[config.mk]
export PLATFORM = sky130hd
export DESIGN_NAME = baud_frac_gen
export DESIGN_NICKNAME = d
export VERILOG_FILES = /design/src/rtl/baud_pkg.sv /design/src/rtl/baud_frac_div.sv /design/src/rtl/baud_frac_gen.sv
export SDC_FILE = /design/constraint.sdc
export NUM_CORES = 1
export LEC_CHECK = 0
export ABC_AREA = 0
export BUFFER_PORTS_ARGS = -buffer_cell sky130_fd_sc_hd__buf_2
export CAP_MARGIN = 30
export CORE_MARGIN = 5
export CORE_UTILIZATION = 59
export CTS_BUF_LIST = sky130_fd_sc_hd__clkbuf_16
export DETAILED_ROUTE_END_ITERATION = 10
export PLACE_DENSITY_LB_ADDON = 0.15
export SLEW_MARGIN = 15
export SYNTH_ARGS = -nofsm -noshare
export SYNTH_HDL_FRONTEND = slang
export SYNTH_HIERARCHICAL = 1
export SYNTH_SLANG_ARGS = --single-unit
export TNS_END_PERCENT = 100
[constraint.sdc]
create_clock -name CLK -period 3.8 [get_ports CLK]
set_input_delay 1.14 -clock CLK [delete_from_list [all_inputs] [get_ports CLK]]
set_output_delay 1.14 -clock CLK [all_outputs]
set_load 0.005 [all_outputs]
[src/rtl/baud_pkg.sv]
// Shared constants and helpers for the fractional baud-rate generator.
// Defaults give a 16-bit integer divisor, a 6-bit fraction and 16x oversampling.
package baud_pkg;

    localparam int DEF_INT_W  = 16;
    localparam int DEF_FRAC_W = 6;
    localparam int DEF_OSR    = 16;

    // One extra bit so the largest IBRD plus a fractional carry cannot wrap.
    localparam int DEF_CNT_W  = DEF_INT_W + 1;

    function automatic int cnt_width(input int int_w);
        return int_w + 1;
    endfunction

    function automatic int clog2(input int value);
        int r;
        r = 0;
        while ((1 << r) < value) begin
            r = r + 1;
        end
        return r;
    endfunction

endpackage

[src/rtl/baud_frac_div.sv]
// Fractional clock divider: shadowed IBRD/FBRD, down-counter and fractional
// accumulator producing the registered oversample tick and a config error flag.
module baud_frac_div
    import baud_pkg::*;
#(
    parameter int INT_W  = DEF_INT_W,
    parameter int FRAC_W = DEF_FRAC_W
) (
    input  logic              clk_i,
    input  logic              rst_i,
    input  logic              en_i,
    input  logic [INT_W-1:0]  ibrd_i,
    input  logic [FRAC_W-1:0] fbrd_i,
    input  logic              load_cfg_i,
    output logic              tick_o,
    output logic              baud16_o,
    output logic              cfg_err_o
);

    localparam int CNT_W = cnt_width(INT_W);

    logic [INT_W-1:0]  ibrd_q, ibrd_d;
    logic [FRAC_W-1:0] fbrd_q, fbrd_d;
    logic [CNT_W-1:0]  cnt_q, cnt_d;
    logic [FRAC_W-1:0] facc_q, facc_d;
    logic              baud16_q, baud16_d;
    logic              cfg_err_q, cfg_err_d;
    logic [FRAC_W:0]   facc_sum;

    always_comb begin
        ibrd_d = ibrd_q;
        fbrd_d = fbrd_q;
        if (!en_i || load_cfg_i) begin
            ibrd_d = ibrd_i;
            fbrd_d = fbrd_i;
        end
        cfg_err_d = (ibrd_d == '0);

        facc_sum = {1'b0, facc_q} + {1'b0, fbrd_q};
        cnt_d    = cnt_q;
        facc_d   = facc_q;
        baud16_d = 1'b0;

        if (!en_i) begin
            cnt_d  = CNT_W'(1);
            facc_d = '0;
        end else if (ibrd_q == '0) begin
            cnt_d = CNT_W'(1);
        end else if (cnt_q == CNT_W'(1)) begin
            // Reload uses the shadow values, so new settings only land here.
            baud16_d = 1'b1;
            facc_d   = facc_sum[FRAC_W-1:0];
            cnt_d    = {1'b0, ibrd_q} + CNT_W'(facc_sum[FRAC_W]);
        end else begin
            cnt_d = cnt_q - CNT_W'(1);
        end
    end

    always_ff @(posedge clk_i or posedge rst_i) begin
        if (rst_i) begin
            ibrd_q    <= '0;
            fbrd_q    <= '0;
            cnt_q     <= CNT_W'(1);
            facc_q    <= '0;
            baud16_q  <= 1'b0;
            cfg_err_q <= 1'b0;
        end else begin
            ibrd_q    <= ibrd_d;
            fbrd_q    <= fbrd_d;
            cnt_q     <= cnt_d;
            facc_q    <= facc_d;
            baud16_q  <= baud16_d;
            cfg_err_q <= cfg_err_d;
        end
    end

    assign tick_o    = baud16_d;
    assign baud16_o  = baud16_q;
    assign cfg_err_o = cfg_err_q;

endmodule

[src/rtl/baud_frac_gen.sv]
// Fractional baud generator top: oversample tick from baud_frac_div plus an
// OSR phase counter producing the bit tick, with Resync to realign bit phase.
module baud_frac_gen
    import baud_pkg::*;
#(
    parameter int INT_W  = DEF_INT_W,
    parameter int FRAC_W = DEF_FRAC_W,
    parameter int OSR    = DEF_OSR
) (
    input  logic                   CLK,
    input  logic                   RESET,
    input  logic                   En,
    input  logic [INT_W-1:0]       IBRD,
    input  logic [FRAC_W-1:0]      FBRD,
    input  logic                   LoadCfg,
    input  logic                   Resync,
    output logic                   Baud16,
    output logic                   Baud1,
    output logic [clog2(OSR)-1:0]  Phase,
    output logic                   CfgErr
);

    localparam int PH_W = clog2(OSR);

    logic            tick;
    logic [PH_W-1:0] phase_q, phase_d;
    logic            baud1_q, baud1_d;

    baud_frac_div #(
        .INT_W  (INT_W),
        .FRAC_W (FRAC_W)
    ) u_div (
        .clk_i      (CLK),
        .rst_i      (RESET),
        .en_i       (En),
        .ibrd_i     (IBRD),
        .fbrd_i     (FBRD),
        .load_cfg_i (LoadCfg),
        .tick_o     (tick),
        .baud16_o   (Baud16),
        .cfg_err_o  (CfgErr)
    );

    // Phase and Baud1 register on the same decision that registers Baud16,
    // so Baud1 lines up with the OSR-th oversample tick.
    always_comb begin
        phase_d = phase_q;
        baud1_d = 1'b0;
        if (!En || Resync) begin
            phase_d = '0;
        end else if (tick) begin
            if (phase_q == PH_W'(OSR - 1)) begin
                baud1_d = 1'b1;
                phase_d = '0;
            end else begin
                phase_d = phase_q + PH_W'(1);
            end
        end
    end

    always_ff @(posedge CLK or posedge RESET) begin
        if (RESET) begin
            phase_q <= '0;
            baud1_q <= 1'b0;
        end else begin
            phase_q <= phase_d;
            baud1_q <= baud1_d;
        end
    end

    assign Phase = phase_q;
    assign Baud1 = baud1_q;

endmodule

==> out/qor.yml <==
slowest_stage: "fa_1"
critPathMostFrequentCell: "ha_1"
p_leak_nw: 1.53
antenna_left: 0
wl_per_cell_um: 17.4
synth_edf_count: 0
slew_violations: 0
grt_start_max_net_pins: 28
fin_worst_skew_ns: 0.00495
setup_violations: 0
fmax_mhz: 308
dieWidth_um: 82.8
synthDistinctLibCells: 53
drtPass1Iterations: 4
cpPeakStageDelay_ns: 0.38
async_flop_share_pct: 100
ir_drop_mv: 0.384
layout_common_cells: "51 x dfrtp_1, 33 x buf_2, 18 x nand2_1, 18 x mux2_2"
netlist_instances: 305
crit_path_end_kind: "flip-flop"
cts_tree: "yes"
gp_congestion: 0.840
placedCellCount: 401
reg2regPathDepth: 13
whs_ns: 0.523
layout_commonest_cell: "dfrtp_1"
pin_count: 34
crit_type: "flip-flop to flip-flop"
clk_root_buffer_cell: "clkbuf_16"
finalHoldViolCount: 0
dr.first_iter.drc_count: 126
worstMarginPinSlew_ns: 0.593
status: "completed"
syn_area_per_cell_um2: 10.2
syn_nets: 344
overflow: 0
start_kind: "flip-flop"
max-clock-path-buffers: 2
dpl.hpwl_mm: 5.22
fin_setup_tns_ns: 0
core_mm2: 0.00514
clock_latency_ns: 0.29
worstPathArrival_ns: 3.40
final_nets: 377
rows: 26
die_h_um: 82.8
htreeDepth: 2
fin_crit_sh_pct: 85.5
maxCapViolations: 0
area_growth_pct: 14.7
min_delay_path_depth: 1
synth_warnings: 6
ys_ff_latch: 52
numCtsBuffers: 5
rsz0062_at_grt: "no"
vias_per_cell: 6.13
yosys-top-cells-area: "dfrtp_1 41%, mux2_2 6.5%, xnor2_1 4.8%, ha_1 4.4%, nor4_1 3.4%"
fin_cells: 409
hold_path.class: "flip-flop to flip-flop"
synth_top_area_share_pct: 40.8
syn_area_mm2: 0.00313
grt_pass1_wl_mm: 12.2
ys.flop_type: "dfrtp_1"
grtUsageTotal_pct: 23.6
crit_chain: "ha_1 > inv_1 > fa_1 > nand2b_1 > a21oi_1 > a21oi_1 > o21bai_1 > ha_1 > ha_1 > nand4_1 > o21ai_0 > nor4b_1 > a211oi_1"
slew_headroom_pct: 60.3
crit_fanout: 8
ctsHoldBuffers: 0
portBuffers: 33
num_vias: 2509
n_antenna_cell: 0
power_density_mw_per_mm2: 616
worstPathRequired_ns: 3.95
period_minus_slack_ns: 3.25
drive_gt1_share_pct: 23.6
clkTransAtPathRegs_ns: 0.07
first_global_vias: 2543
wirelength_mm: 7.12
drc: 0
ctsResizeCount: 0
cts_setup_buffers: 0
synth_area_leader_cell: "dfrtp_1"
start_util_pct: 60.8
antenna_found_initial: 0
cts_sinks: 52
fillers: 426
die_area_mm2: 0.00685
seq_area_frac_synth_pct: 41.7
## metrics by stage
stage	area, um2	setup WS (ns)	util [%]	power [mW]
finish	3580	0.551	69.7	2.21
global placement	3330	0.776	64.9	1.53
global route	3580	0.358	69.7	2.33
detailed placement	3370	0.659	65.6	1.55
CTS	3580	0.622	69.7	2.21
floorplan	3130	0.990	-	1.38
## metal layers
metal / share of wire, % / vias to the layer above / global-route usage [%] / routed length [um]
met5: 0 / - / 0 / 0
met4: 0.84 / 0 / 5.72 / 60
met3: 4.2 / 5 / 3.89 / 298
met2: 48 / 67 / 38.5 / 3420
met1: 47 / 1220 / 32.9 / 3340
li1: - / 1217 / - / -
## worst max-delay path: cells and delay by family, from the launching register on
family,cells,cell delay (ns)
DFF,1,0.36
AOI/OAI and AO/OA,5,0.79
buffers and inverters,1,0.06
and+or+nand+nor,3,0.84
adders and majority gates,4,1.06
## where the power goes
part / internal (mW) / switching (mW) / total [mW] / leakage (nW)
Sequential: 0.648 / 0.115 / 0.763 / 0.664
Combinational: 0.336 / 0.468 / 0.804 / 0.760
Clock: 0.444 / 0.196 / 0.640 / 0.104
Total: 1.43 / 0.779 / 2.21 / 1.53
## worst paths after layout
| path | slack, ns | endpoint | startpoint |
|---|---|---|---|
| hold reg to reg | 0.52 | u_div/fbrd_q[3] | u_div/fbrd_q[3] |
| min in group asynchronous | 0.75 | Baud1 | RESET |
| hold / removal | 0.52 | u_div/fbrd_q[3] | u_div/fbrd_q[3] |
| max in group asynchronous | 2.44 | u_div/cnt_q[6] | RESET |
| setup / recovery | 0.55 | u_div/cnt_q[6] | u_div/fbrd_q[0] |
| setup reg to reg | 0.55 | u_div/cnt_q[6] | u_div/fbrd_q[0] |
## cell type report
| class | instances | area (um2) | area share (%) |
|---|---|---|---|
| inverter | 13 | 48.8 | 1.36 |
| sequential | 52 | 1300 | 36.3 |
| tap | 70 | 87.6 | 2.44 |
| clock inverter | 3 | 90.1 | 2.51 |
| multi-input combinational | 230 | 1720 | 48.1 |
| clock buffer | 5 | 125 | 3.49 |
| timing repair buffer | 36 | 208 | 5.79 |
## logic make-up after synthesis
family	count (synthesis)	synth area share, %
and+or+nand+nor	116	23.7
AOI/OAI and AO/OA	53	11.0
DFF	52	41.7
xor gates and xnor gates	26	7.29
buffers and inverters	23	3.20
muxes	23	8.09
adders and majority gates	12	5.04
## synth_stat cells (3+ instances only)
cell type  number
a21oi_1        12
and4_1          3
dfrtp_1        51
nand2_1        18
nor2_1         11
or2_2           3
inv_1          13
nor4_1         17
ha_1           11
a211oi_1        8
mux2i_1         5
mux2_2         18
o21ai_0         9
or3_1           4
o22ai_1         8
clkbuf_1        3
nor4b_1         3
xnor2_1        17
nand2b_1        5
o31ai_1         3
nor4_2          3
nand4_1        10
nand2_2         3
xor2_1          9
nand3_1         8
nor3_1         13
buf_2           3
## registers in the layout (all words and copies together) (netlist names)
name             cells
u_div/baud16_o       1
u_div/cnt_q         17
u_div/facc_q         6
u_div/cfg_err_o      1
Baud1                1
u_div/ibrd_q        16
u_div/fbrd_q         6
Phase                4
No activity file was read; power rests on OpenSTA's default activity.
